`src/rtl/ps2_pkg.sv`:
```
// Shared types and constants for the PS/2 host-to-device transmitter.
// Holds the state encoding, failure codes and default timing values.
package ps2_pkg;

  typedef enum logic [2:0] {
    ST_IDLE,
    ST_INHIBIT,
    ST_REQ,
    ST_SHIFT,
    ST_ACK,
    ST_RELEASE
  } state_t;

  localparam logic [1:0] ERR_NONE     = 2'b00;
  localparam logic [1:0] ERR_START_TO = 2'b01;
  localparam logic [1:0] ERR_NO_ACK   = 2'b10;
  localparam logic [1:0] ERR_XFER_TO  = 2'b11;

  localparam int unsigned DEF_CLK_HZ       = 50_000_000;
  localparam int unsigned DEF_INHIBIT_CYC  = 5000;
  localparam int unsigned DEF_START_TO_CYC = 750_000;
  localparam int unsigned DEF_XFER_TO_CYC  = 100_000;

  localparam int TMR_W = 20;
  localparam int BIT_W = 4;

endpackage

```
`src/rtl/ps2_sync_edge.sv`:
```
// Two-flop synchronizer for one open-collector PS/2 line, plus falling-edge
// detect on the synchronized level. Flops reset to 1 (idle line level).
module ps2_sync_edge (
  input  logic clk,
  input  logic rst_n,
  input  logic din,
  output logic sync,
  output logic fall
);

  logic meta;
  logic prev;

  always_ff @(posedge clk or negedge rst_n) begin
    if (!rst_n) begin
      meta <= 1'b1;
      sync <= 1'b1;
      prev <= 1'b1;
    end else begin
      meta <= din;
      sync <= meta;
      prev <= sync;
    end
  end

  assign fall = prev & ~sync;

endmodule

```
`src/rtl/ps2_host_tx.sv`:
```
// PS/2 host-to-device command transmitter: inhibit, request-to-send, clocked
// shift of data/parity/stop under device clock, ACK check, then line release.
module ps2_host_tx
  import ps2_pkg::*;
#(
  parameter int unsigned CLK_HZ       = DEF_CLK_HZ,
  parameter int unsigned INHIBIT_CYC  = DEF_INHIBIT_CYC,
  parameter int unsigned START_TO_CYC = DEF_START_TO_CYC,
  parameter int unsigned XFER_TO_CYC  = DEF_XFER_TO_CYC
) (
  input  logic       CLOCK_50,
  input  logic       KEY0,
  input  logic       cmd_valid,
  input  logic [7:0] cmd_data,
  output logic       cmd_ready,
  input  logic       ps2_clk_in,
  input  logic       ps2_dat_in,
  output logic       ps2_clk_oe,
  output logic       ps2_dat_oe,
  output logic       busy,
  output logic       done,
  output logic       err,
  output logic [1:0] err_code
);

  if (CLK_HZ == 0) begin : g_clk_hz_check
    $error("CLK_HZ must be nonzero");
  end

  logic clk_s, clk_fall, dat_s, dat_fall_unused;

  ps2_sync_edge u_clk_sync (
    .clk(CLOCK_50), .rst_n(KEY0), .din(ps2_clk_in), .sync(clk_s), .fall(clk_fall)
  );

  ps2_sync_edge u_dat_sync (
    .clk(CLOCK_50), .rst_n(KEY0), .din(ps2_dat_in), .sync(dat_s), .fall(dat_fall_unused)
  );

  state_t             state, state_nx;
  logic [TMR_W-1:0]   tmr, tmr_nx, tmr_dec;
  logic [BIT_W-1:0]   bit_cnt, bit_cnt_nx;
  logic [8:0]         shreg, shreg_nx;
  logic               drive, drive_nx;
  logic               done_nx, err_nx;
  logic [1:0]         err_code_nx;
  logic               tmr_zero, accept;

  assign tmr_zero  = (tmr == '0);
  assign tmr_dec   = tmr_zero ? tmr : tmr - 1'b1;
  assign cmd_ready = (state == ST_IDLE) && clk_s && dat_s && !done && !err;
  assign accept    = cmd_valid && cmd_ready;
  assign busy      = (state != ST_IDLE);

  always_comb begin
    state_nx    = state;
    tmr_nx      = tmr_dec;
    bit_cnt_nx  = bit_cnt;
    shreg_nx    = shreg;
    drive_nx    = drive;
    done_nx     = 1'b0;
    err_nx      = 1'b0;
    err_code_nx = err_code;
    ps2_clk_oe  = 1'b0;
    ps2_dat_oe  = 1'b0;
    case (state)
      ST_IDLE: begin
        if (accept) begin
          state_nx    = ST_INHIBIT;
          tmr_nx      = TMR_W'(INHIBIT_CYC - 1);
          bit_cnt_nx  = '0;
          shreg_nx    = {~^cmd_data, cmd_data};
          drive_nx    = 1'b0;
          err_code_nx = ERR_NONE;
        end
      end
      ST_INHIBIT: begin
        ps2_clk_oe = 1'b1;
        ps2_dat_oe = tmr_zero;
        if (tmr_zero) begin
          state_nx = ST_REQ;
          tmr_nx   = TMR_W'(START_TO_CYC - 1);
        end
      end
      ST_REQ: begin
        ps2_dat_oe = 1'b1;
        // Timeout wins over a falling edge arriving in the same cycle.
        if (tmr_zero) begin
          state_nx    = ST_RELEASE;
          err_nx      = 1'b1;
          err_code_nx = ERR_START_TO;
        end else if (clk_fall) begin
          state_nx   = ST_SHIFT;
          tmr_nx     = TMR_W'(XFER_TO_CYC - 1);
          bit_cnt_nx = 4'd1;
          drive_nx   = ~shreg[0];
          shreg_nx   = {1'b1, shreg[8:1]};
        end
      end
      ST_SHIFT: begin
        ps2_dat_oe = drive;
        if (tmr_zero) begin
          state_nx    = ST_RELEASE;
          err_nx      = 1'b1;
          err_code_nx = ERR_XFER_TO;
        end else if (clk_fall) begin
          bit_cnt_nx = bit_cnt + 1'b1;
          if (bit_cnt == 4'd9) begin
            drive_nx = 1'b0;
            state_nx = ST_ACK;
          end else begin
            drive_nx = ~shreg[0];
            shreg_nx = {1'b1, shreg[8:1]};
          end
        end
      end
      ST_ACK: begin
        if (tmr_zero) begin
          state_nx    = ST_RELEASE;
          err_nx      = 1'b1;
          err_code_nx = ERR_XFER_TO;
        end else if (clk_fall) begin
          state_nx   = ST_RELEASE;
          bit_cnt_nx = 4'd11;
          if (!dat_s) begin
            done_nx = 1'b1;
          end else begin
            err_nx      = 1'b1;
            err_code_nx = ERR_NO_ACK;
          end
        end
      end
      ST_RELEASE: begin
        if (clk_s && dat_s) state_nx = ST_IDLE;
      end
      default: state_nx = ST_IDLE;
    endcase
  end

  always_ff @(posedge CLOCK_50 or negedge KEY0) begin
    if (!KEY0) begin
      state    <= ST_IDLE;
      tmr      <= '0;
      bit_cnt  <= '0;
      shreg    <= '0;
      drive    <= 1'b0;
      done     <= 1'b0;
      err      <= 1'b0;
      err_code <= ERR_NONE;
    end else begin
      state    <= state_nx;
      tmr      <= tmr_nx;
      bit_cnt  <= bit_cnt_nx;
      shreg    <= shreg_nx;
      drive    <= drive_nx;
      done     <= done_nx;
      err      <= err_nx;
      err_code <= err_code_nx;
    end
  end

endmodule

```
`config.mk`:
```
export PLATFORM = sky130hd
export DESIGN_NAME = ps2_host_tx
export DESIGN_NICKNAME = d
export VERILOG_FILES = /design/src/rtl/ps2_pkg.sv /design/src/rtl/ps2_sync_edge.sv /design/src/rtl/ps2_host_tx.sv
export SDC_FILE = /design/constraint.sdc
export NUM_CORES = 1
export LEC_CHECK = 0
export BUFFER_PORTS_ARGS = -buffer_cell sky130_fd_sc_hd__buf_4
export CAP_MARGIN = 30
export CORE_MARGIN = 3
export CORE_UTILIZATION = 50
export CTS_CLUSTER_DIAMETER = 60
export DETAILED_ROUTE_END_ITERATION = 12
export PLACE_DENSITY = 0.66
export SYNTH_ARGS = -nofsm -noshare
export SYNTH_HDL_FRONTEND = slang
export SYNTH_SLANG_ARGS = --single-unit
```
`constraint.sdc`:
```
create_clock -name CLOCK_50 -period 2.7 [get_ports CLOCK_50]
set_input_delay 0.135 -clock CLOCK_50 [delete_from_list [all_inputs] [get_ports CLOCK_50]]
set_output_delay 0.135 -clock CLOCK_50 [all_outputs]
set_load 0.02 [all_outputs]
```
==> flow_metrics.tcl <==
set metrics [dict create \
    post_cts_buffers 0 \
    post-route-period-util 0.929 \
    track_usage 0.226 \
    dpl.hpwl_mm 4.85 \
    powerDensity_mw_per_mm2 375 \
    setup_viol 0 \
    critPathMaxStageDelay_ns 0.49 \
    timing.final.crit_period_ns 2.51 \
    grt.overflow.total 0 \
    cp-end-kind "output pin" \
    tns_ns 0 \
    cts.sinks 46 \
    initial_core_util 0.536 \
    hold_path_class "in2reg" \
    root_buffer "clkbuf_8" \
    start_kind "flip-flop" \
    cts.path.max_buffers 2 \
    post_drt_wl_per_cell_microns 17.3 \
    die_w_microns 81.2 \
    cts_made_buffers 5 \
    yosysTopAreaCell "dfrtp_1" \
    ios 21 \
    finClkSkew_ns 0.00794 \
    ant_nets 0 \
    syn_to_final_growth_pct 13.0 \
    critPathMaxFanout 10 \
    core_sq_mm 0.00527 \
    cap_violations 0 \
    numPortBuffers 20 \
    rows 26 \
    finalHoldViolations 0 \
    route.detailed.drc 0 \
    drive_gt1_frac 0.210 \
    path_clk_slew_ns 0.09 \
    antenna_found_initial 0 \
    fp.dieArea_sq_mm 0.00659 \
    synth.yosys.seq_area_share 0.409 \
    viasPerCell 5.98 \
    ys_types 67 \
    critPathArrivalTime_ns 2.37 \
    synth_edf_count 0 \
    synth_area_sq_mm 0.00283 \
    netlist_top_cells_area "dfrtp_1 (36%), dfstp_2 (4.6%), o21ai_0 (3.7%)" \
    via_count 2327 \
    crit_chain "inv_1 > ha_1 > or4b_4 > or2_4 > nor2_8 > nand2_1 > nand2_1 > buf_4" \
    fmax_mhz 399 \
    grt_pass1_wl_mm 11.3 \
    p_leak_nw 1.36 \
    required_ns 2.57 \
    routed_wl_mm 6.74 \
    synth_top_flop_cell "dfrtp_1" \
    crit_type "reg2out" \
    p_total_mw 1.20 \
    worst_pin_slew_ns 0.642 \
    async_flop_share 1.00 \
    die_h_microns 81.2 \
    htreeDepth 2 \
    cts_tree "built" \
    syn_inst 291 \
    ys_ff_latch 46 \
    dpl.cell_count 378 \
    grt_pass1_vias 2286 \
    grt_max_degree 47 \
    slew_viol_final 0 \
    synth_nets 309 \
    status "completed" \
    clk_latency_ns 0.30 \
    nNetsFinal 336 \
    first_pass_iters 6 \
    synth_warnings 0 \
    relSlewSlack 0.571 \
    antenna_cells 0 \
    crit_top_cell "nand2_1" \
    reg2reg_setup_slack_ns 0.36 \
    fin_cells 389 \
    avgSynthCellArea_sq_um 9.71 \
    rsz0062_at_grt "no" \
    critPathSlowestCell "or4b_4" \
    drtIter0Drc 167 \
    gp_congestion 0.853 \
    synth_top_area_frac 0.363 \
    vdd.ir_drop.worst_mv 0.237 \
]
## flip-flops by register name, indices dropped and copies added (netlist names)
register,cells
shreg,9
u_clk_sync.prev,1
u_clk_sync.meta,1
err_code,2
u_dat_sync.meta,1
done,1
state,3
tmr,20
bit_cnt,4
u_clk_sync.sync,1
drive,1
err,1
u_dat_sync.sync,1
## critical path, delay by kind of cell (launching register included)
kind,cells,cell delay [ns]
DFF,1,0.42
buffers and inverters,2,0.24
and+or+nand+nor,5,1.28
adders and majority gates,1,0.14
## logic make-up after synthesis
group                    synth area share
AO/OA/AOI/OAI                       0.199
XOR/XNOR                           0.0589
adder cells (fa/ha/maj)            0.0221
buffers and inverters              0.0407
flip-flops                          0.409
multiplexers                       0.0412
AND/OR/NAND/NOR                     0.229
## per-stage QoR
step / hold WS, ns / util / worst slack, ns / area [sq um]
after floorplan: -0.161 / - / 0.474 / 2830
after global placement: 0.180 / 0.582 / 0.310 / 3070
after detailed placement: 0.176 / 0.582 / 0.268 / 3070
after CTS: 0.137 / 0.605 / 0.00672 / 3190
after global routing: 0.157 / 0.606 / 0.0874 / 3190
final: 0.142 / 0.606 / 0.192 / 3190
## path summary, 6_finish.rpt
| check | from | end | cells past startpoint |
|---|---|---|---|
| hold / removal | cmd_data[5] | shreg[5] | 3 |
| max in group asynchronous | KEY0 | tmr[16] | 2 |
| hold reg to reg | u_dat_sync.meta | u_dat_sync.sync | 0 |
| setup / recovery | tmr[0] | ps2_dat_oe | 8 |
| min in group asynchronous | KEY0 | tmr[19] | 2 |
| setup reg to reg | tmr[0] | tmr[0] | 8 |
## cells in the final DEF, fill, tap and decap left out, types with 8 or more instances in the layout
| cell | n |
|---|---|
| xor2_1 | 8 |
| nor2_1 | 20 |
| buf_4 | 31 |
| nor3_1 | 8 |
| dfrtp_1 | 41 |
| mux2i_1 | 9 |
| nand3_1 | 17 |
| o21ai_0 | 21 |
| nand2_1 | 20 |
| xnor2_1 | 11 |
| inv_1 | 9 |
| a21oi_1 | 17 |
## power breakdown
group	total, mW	switching (mW)	internal (mW)
clock network	0.434	0.228	0.206
logic	0.0668	0.0356	0.0311
registers	0.698	0.00265	0.695
total	1.20	0.266	0.932
## synthesized netlist by cell type, types with 4 or more instances
cell type	instances
a211oi_1	4
a21oi_1	17
a31oi_1	4
buf_2	4
clkbuf_1	5
dfrtp_1	41
dfstp_2	5
ha_1	5
inv_1	9
mux2i_1	9
nand2_1	20
nand3_1	17
nand4_1	5
nor2_1	20
nor2b_1	4
nor3_1	8
o21ai_0	21
o31ai_1	4
xnor2_1	11
xor2_1	8
## cell type report
type                       instances  area (sq um)
clock buffer                       6          82.6
clock inverter                     2          12.5
fill                             464          2080
inverter                           9          33.8
multi-input combinational        222          1560
sequential                        46          1160
tap                               70          87.6
timing repair buffer              34           263
## routing by layer
layer,part of all wire,wire length [microns],up-vias,track usage
li1,-,-,1126,-
met1,0.47,3150,1134,0.312
met2,0.48,3230,65,0.373
met3,0.049,332,2,0.0399
met4,0.0034,23,0,0.0456
met5,0,0,-,0
## repair_timing
item,CTS,global route
hold endpoints to repair,43,0
endpoints found under the setup margin,0,1
resized for setup,0,2
hold buffers,3,0
Power figures use the tool's default switching activity.
